==> src/rtl/snake_pkg.sv <==
// Shared encodings and defaults for the snake game input front end.
// Holds the debounce FSM state encoding, default timing values and direction indices.
package snake_pkg;

  typedef enum logic [1:0] {
    REL       = 2'd0,
    PRESS_CHK = 2'd1,
    PRS       = 2'd2,
    REL_CHK   = 2'd3
  } deb_state_e;

  localparam int DEB_CLK_DEFAULT     = 500_000;
  localparam int SYNC_STAGES_DEFAULT = 2;
  localparam int CNT_W_DEFAULT       = 20;
  localparam int NUM_DIRS            = 4;

  localparam logic [1:0] DIR_0 = 2'd0;
  localparam logic [1:0] DIR_1 = 2'd1;
  localparam logic [1:0] DIR_2 = 2'd2;
  localparam logic [1:0] DIR_3 = 2'd3;

  // A debounced button reads as held in both the settled-pressed and release-check states.
  function automatic logic isPressed(input deb_state_e s);
    return (s == PRS) || (s == REL_CHK);
  endfunction

endpackage

==> src/rtl/btn_debounce.sv <==
// Synchroniser plus four-state debounce FSM for one active-low raw button.
// Produces a registered active-low level and a one-cycle pulse on each accepted press.
module btn_debounce
  import snake_pkg::*;
#(
  parameter int DEB_CLK     = DEB_CLK_DEFAULT,
  parameter int SYNC_STAGES = SYNC_STAGES_DEFAULT,
  parameter int CNT_W       = CNT_W_DEFAULT
) (
  input  logic i_Clk,
  input  logic i_Rst,
  input  logic i_Raw,
  output logic o_Level,
  output logic o_PressPulse
);

  localparam logic [CNT_W-1:0] CNT_MAX = CNT_W'(DEB_CLK - 1);

  logic [SYNC_STAGES-1:0] r_Sync;
  logic                   w_Synced;
  deb_state_e             r_State;
  deb_state_e             w_NextState;
  logic [CNT_W-1:0]       r_Cnt;
  logic [CNT_W-1:0]       w_NextCnt;
  logic                   r_Level;
  logic                   r_PressPulse;
  logic                   w_LevelNext;
  logic                   w_PressNext;

  // Idle level of the synchroniser is 1 so reset never looks like a press.
  always_ff @(posedge i_Clk or negedge i_Rst) begin
    if (!i_Rst) begin
      r_Sync <= '1;
    end else begin
      r_Sync <= {r_Sync[SYNC_STAGES-2:0], i_Raw};
    end
  end

  assign w_Synced = r_Sync[SYNC_STAGES-1];

  always_ff @(posedge i_Clk or negedge i_Rst) begin
    if (!i_Rst) begin
      r_State      <= REL;
      r_Cnt        <= '0;
      r_Level      <= 1'b1;
      r_PressPulse <= 1'b0;
    end else begin
      r_State      <= w_NextState;
      r_Cnt        <= w_NextCnt;
      r_Level      <= w_LevelNext;
      r_PressPulse <= w_PressNext;
    end
  end

  // Counter only runs in the check states and stops at CNT_MAX, so it can never wrap.
  always_comb begin
    w_NextState = r_State;
    w_NextCnt   = '0;
    case (r_State)
      REL: begin
        if (!w_Synced) w_NextState = PRESS_CHK;
      end
      PRESS_CHK: begin
        if (w_Synced)              w_NextState = REL;
        else if (r_Cnt == CNT_MAX) w_NextState = PRS;
        else                       w_NextCnt   = r_Cnt + CNT_W'(1);
      end
      PRS: begin
        if (w_Synced) w_NextState = REL_CHK;
      end
      REL_CHK: begin
        if (!w_Synced)             w_NextState = PRS;
        else if (r_Cnt == CNT_MAX) w_NextState = REL;
        else                       w_NextCnt   = r_Cnt + CNT_W'(1);
      end
      default: w_NextState = REL;
    endcase
  end

  always_comb begin
    w_LevelNext = ~isPressed(w_NextState);
    w_PressNext = (w_NextState == PRS) && (r_State == PRESS_CHK);
  end

  assign o_Level      = r_Level;
  assign o_PressPulse = r_PressPulse;

endmodule

==> src/rtl/joystick_input_conditioner.sv <==
// Debounces four direction buttons and a pause button for the snake game core.
// Define PAUSE_TOGGLE_EN to make each pause press toggle o_Pause instead of following the button.
module joystick_input_conditioner
  import snake_pkg::*;
#(
  parameter int DEB_CLK     = DEB_CLK_DEFAULT,
  parameter int SYNC_STAGES = SYNC_STAGES_DEFAULT,
  parameter int CNT_W       = CNT_W_DEFAULT
) (
  input  logic                i_Clk,
  input  logic                i_Rst,
  input  logic [NUM_DIRS-1:0] i_Btn,
  input  logic                i_PauseBtn,
  output logic [NUM_DIRS-1:0] o_Push,
  output logic                o_Pause,
  output logic                o_DirValid,
  output logic [1:0]          o_Dir
);

  logic [NUM_DIRS-1:0] w_DirLevel;
  logic [NUM_DIRS-1:0] w_DirPress;
  logic                w_PauseLevel;
  logic                w_PausePress;
  logic                w_AnyPress;
  logic [1:0]          w_PressIdx;
  logic                r_DirValid;
  logic [1:0]          r_Dir;

  for (genvar g = 0; g < NUM_DIRS; g++) begin : g_dir
    btn_debounce #(
      .DEB_CLK     (DEB_CLK),
      .SYNC_STAGES (SYNC_STAGES),
      .CNT_W       (CNT_W)
    ) u_deb (
      .i_Clk        (i_Clk),
      .i_Rst        (i_Rst),
      .i_Raw        (i_Btn[g]),
      .o_Level      (w_DirLevel[g]),
      .o_PressPulse (w_DirPress[g])
    );
  end

  btn_debounce #(
    .DEB_CLK     (DEB_CLK),
    .SYNC_STAGES (SYNC_STAGES),
    .CNT_W       (CNT_W)
  ) u_pause_deb (
    .i_Clk        (i_Clk),
    .i_Rst        (i_Rst),
    .i_Raw        (i_PauseBtn),
    .o_Level      (w_PauseLevel),
    .o_PressPulse (w_PausePress)
  );

  assign o_Push = w_DirLevel;

  // Lowest index wins on simultaneous presses, matching the core's own priority.
  always_comb begin
    w_AnyPress = |w_DirPress;
    w_PressIdx = DIR_0;
    for (int i = NUM_DIRS - 1; i >= 0; i--) begin
      if (w_DirPress[i]) w_PressIdx = 2'(i);
    end
  end

  always_ff @(posedge i_Clk or negedge i_Rst) begin
    if (!i_Rst) begin
      r_DirValid <= 1'b0;
      r_Dir      <= DIR_0;
    end else begin
      r_DirValid <= w_AnyPress;
      if (w_AnyPress) r_Dir <= w_PressIdx;
    end
  end

  assign o_DirValid = r_DirValid;
  assign o_Dir      = r_Dir;

`ifdef PAUSE_TOGGLE_EN
  logic r_Pause;

  // A press pulse always coincides with a low level; the level term is a redundant guard.
  always_ff @(posedge i_Clk or negedge i_Rst) begin
    if (!i_Rst) begin
      r_Pause <= 1'b0;
    end else if (w_PausePress && !w_PauseLevel) begin
      r_Pause <= ~r_Pause;
    end
  end

  assign o_Pause = r_Pause;
`else
  // The press pulse only occurs while the level is low, so OR-ing it in changes nothing.
  assign o_Pause = ~w_PauseLevel | w_PausePress;
`endif

endmodule

==> config.mk <==
export PLATFORM = sky130hd
export DESIGN_NAME = joystick_input_conditioner
export DESIGN_NICKNAME = d
export VERILOG_FILES = /design/src/rtl/snake_pkg.sv /design/src/rtl/btn_debounce.sv /design/src/rtl/joystick_input_conditioner.sv
export SDC_FILE = /design/constraint.sdc
export NUM_CORES = 1
export LEC_CHECK = 0
export CAP_MARGIN = 20
export CORE_MARGIN = 2
export CORE_UTILIZATION = 62
export CTS_CLUSTER_DIAMETER = 100
export DETAILED_ROUTE_END_ITERATION = 12
export PLACE_DENSITY = 0.87
export SLEW_MARGIN = 25
export SYNTH_ARGS = -nofsm -noshare
export SYNTH_HDL_FRONTEND = slang
export SYNTH_HIERARCHICAL = 1
export SYNTH_SLANG_ARGS = --single-unit
==> constraint.sdc <==
create_clock -name i_Clk -period 2.42 [get_ports i_Clk]
set_input_delay 0.605 -clock i_Clk [delete_from_list [all_inputs] [get_ports i_Clk]]
set_output_delay 0.605 -clock i_Clk [all_outputs]
set_load 0.01 [all_outputs]
==> results.ini <==
[yosys]
yosysMostFrequentCell=dfrtp_1
ys_seq_elements=133
synthTopCellsByCount=dfrtp_1, nor2_1, xnor2_1
synth_flop_cell=dfrtp_1
synth_top_area_share_pct=47.5
synthArstFlopShare_pct=100
synth_top_cell_by_area=dfrtp_1
ys_warn_count=6
synth_edf_count=0
syn_nets=612
synth-seq-area-share_pct=53.9
synth_area_um2=6210
synth_area_leaders=dfrtp_1, xnor2_1, dfstp_2
yosysUniqueCellTypes=33
netlist_instances=600
synth_area_per_cell_um2=10.4

[floorplan]
row_count=36
initial_core_util_pct=63.9
die_h_um=104
die_w_um=104
core_area_um2=9730
top_level_ports=15
die-area_um2=10800

[critical_path]
critical_path.endpoint_type=primary output
worst-path-buf-inv=1
worstSetupStartpointType=flop
arrival_ps=1590
criticalPathCategory=reg2out
cp.required_ps=1810
crit_family=flip-flops
critPathMaxFanout=1
cp_slowest_cell=dfstp_2
cp_slowest_stage_delay_ps=540
cp_cell_sequence=clkdlybuf4s50_1

[sta]
rsz0062_at_grt=false
skew_ps=9.04
period_needed_ps=2190
fin_crit_sh_pct=90.6
timing.fmax_mhz=456
fin_setup_tns_ps=0
slew_violations=0
max_slew_margin_pct=61.1
finalHoldViolations=0
worst_slew_pin_slew_ps=578
setup_viol=0

[finish]
syn_to_final_growth_pct=14.7
layout-drive-gt1-share_pct=13.9
stdcell_count=773
antenna_cells=0
finalNetCount=639

[power_and_ir_drop]
power.leakage_nw=2.88
power_density_nw_per_um2=703
switching_share_pct=21.6
p_seq_share_pct=45.4
p_comb_share_pct=2.4
totalPowerFinal_mw=5.01
switching_power_mw=1.08
internal_power_mw=3.93
vdd_ir_drop_max_mv=0.781
clkPwrFrac_pct=52.2

[routing]
routed_via_density=5.95
drc_errors=0
drt_iter0_drc=442
via_count=4599
ant_nets=0
wl_per_cell_um=16.3
finalWirelength_mm=12.6
first_pass_iters=5

[global_routing]
grt.total_usage_pct=24.8
antenna_found_initial=0
overflow=0
grt_first_pass_wirelength_mm=21.6
grt_max_degree=62
grt_pass1_vias=4582

[flow_run]
cap_violations=0

[min_path]
hold_class=in2async

[placed_design]
dp_cells=741
dp_hpwl_mm=7.86
routabilityCongestion=0.908
portBuffers=14

[clock_tree]
cts_hold_buf=0
numClockSinks=133
clockBufferDepth=2
cts_buffers=17
post_cts_buffers=0
htreeDepth=4
cts.clk_slew.worst_paths_ps=60
cts_tree=yes
cts.repair.resized=0
worstSkewPairLatency_ps=520
ctsRootBufferMaster=clkbuf_8

[run_status]
status=completed

==> worst paths after layout <==
check | cells past startpoint | slack [ps] | from | end
max | 1 | 230 | g_dir[3].u_deb/o_Level$_DFF_PN1_ | o_Push[3]
min | 1 | 30 | i_Rst | u_pause_deb/o_PressPulse$_DFF_PN0_
max reg2reg | 5 | 290 | g_dir[1].u_deb/r_Cnt[0]$_DFF_PN0_ | g_dir[1].u_deb/r_Cnt[18]$_DFF_PN0_
min reg2reg | 0 | 350 | g_dir[2].u_deb/r_Sync[0]$_DFF_PN1_ | g_dir[2].u_deb/r_Sync[1]$_DFF_PN1_
max in group asynchronous | 2 | 1660 | i_Rst | g_dir[2].u_deb/r_Sync[0]$_DFF_PN1_
min in group i_Clk | 0 | 350 | g_dir[2].u_deb/r_Sync[0]$_DFF_PN1_ | g_dir[2].u_deb/r_Sync[1]$_DFF_PN1_
==> cell usage in the layout, fill, tap and decap left out, types with 15 or more instances in the layout <==
master / Yosys / final
clkbuf_16: 0 / 16
nor2_1: 103 / 103
dfrtp_1: 118 / 118
xor2_1: 29 / 29
nor3_1: 22 / 22
nor4_1: 17 / 17
xnor2_1: 51 / 51
dfstp_2: 15 / 15
nand3_1: 36 / 36
inv_1: 17 / 17
nand2_1: 39 / 39
nand4_1: 24 / 24
==> state kept, by name, summed over array words and instances, names as in the netlist, 2 cells and up <==
| register | count |
|---|---|
| u_pause_deb/r_State | 2 |
| u_pause_deb/r_Sync | 2 |
| g_dir.u_deb/r_State | 8 |
| g_dir.u_deb/o_PressPulse | 4 |
| g_dir.u_deb/o_Level | 4 |
| g_dir.u_deb/r_Cnt | 80 |
| o_Dir | 2 |
| u_pause_deb/r_Cnt | 20 |
| g_dir.u_deb/r_Sync | 8 |
==> logic make-up after synthesis <==
kind of cell             after synthesis  synth area share (%)
AND/OR/NAND/NOR                      303                  26.0
flip-flops                           133                  53.9
XOR/XNOR                              80                  11.3
AO/OA/AOI/OAI                         37                  3.56
buffers and inverters                 32                  2.56
multiplexers                          10                  1.71
adder cells (fa/ha/maj)                5                  1.01
==> power groups by stage <==
stage	Combinational, mW	Clock [mW]	Sequential [mW]
floorplan	0.0512	0	2.31
global placement	0.117	0	2.31
detailed placement	0.121	0	2.31
CTS	0.124	2.65	2.27
global route	0.137	2.76	2.28
finish	0.120	2.61	2.27
==> cell type report <==
type	instances	area (um^2)
clock inverter	13	171
clock buffer	19	442
sequential	133	3350
fill	646	2600
inverter	17	63.8
multi-input combinational	435	2710
tap	133	166
timing repair buffer	23	230
==> metrics by stage <==
| step | instance area (um^2) | setup slack, ps | hold slack, ps | utilization [%] |
|---|---|---|---|---|
| finish | 7130 | 227 | 35.0 | 73.3 |
| global route | 7130 | 170 | 47.8 | 73.3 |
| CTS | 7130 | 204 | 30.0 | 73.3 |
| detailed placement | 6520 | 382 | 347 | 67.0 |
| global placement | 6520 | 471 | 346 | 67.0 |
| floorplan | 6210 | 517 | 309 | - |
==> layer usage <==
layer  vias to the layer above  GRT usage, %  share of wire, %  wire [um]
met3                        40          7.08               5.1        647
li1                       2153             -                 -          -
met4                         0          11.0               2.4        296
met1                      2258          31.8                43       5370
met5                         -             0                 0          0
met2                       148          39.5                50       6270
No activity file was read; power rests on OpenSTA's default activity.
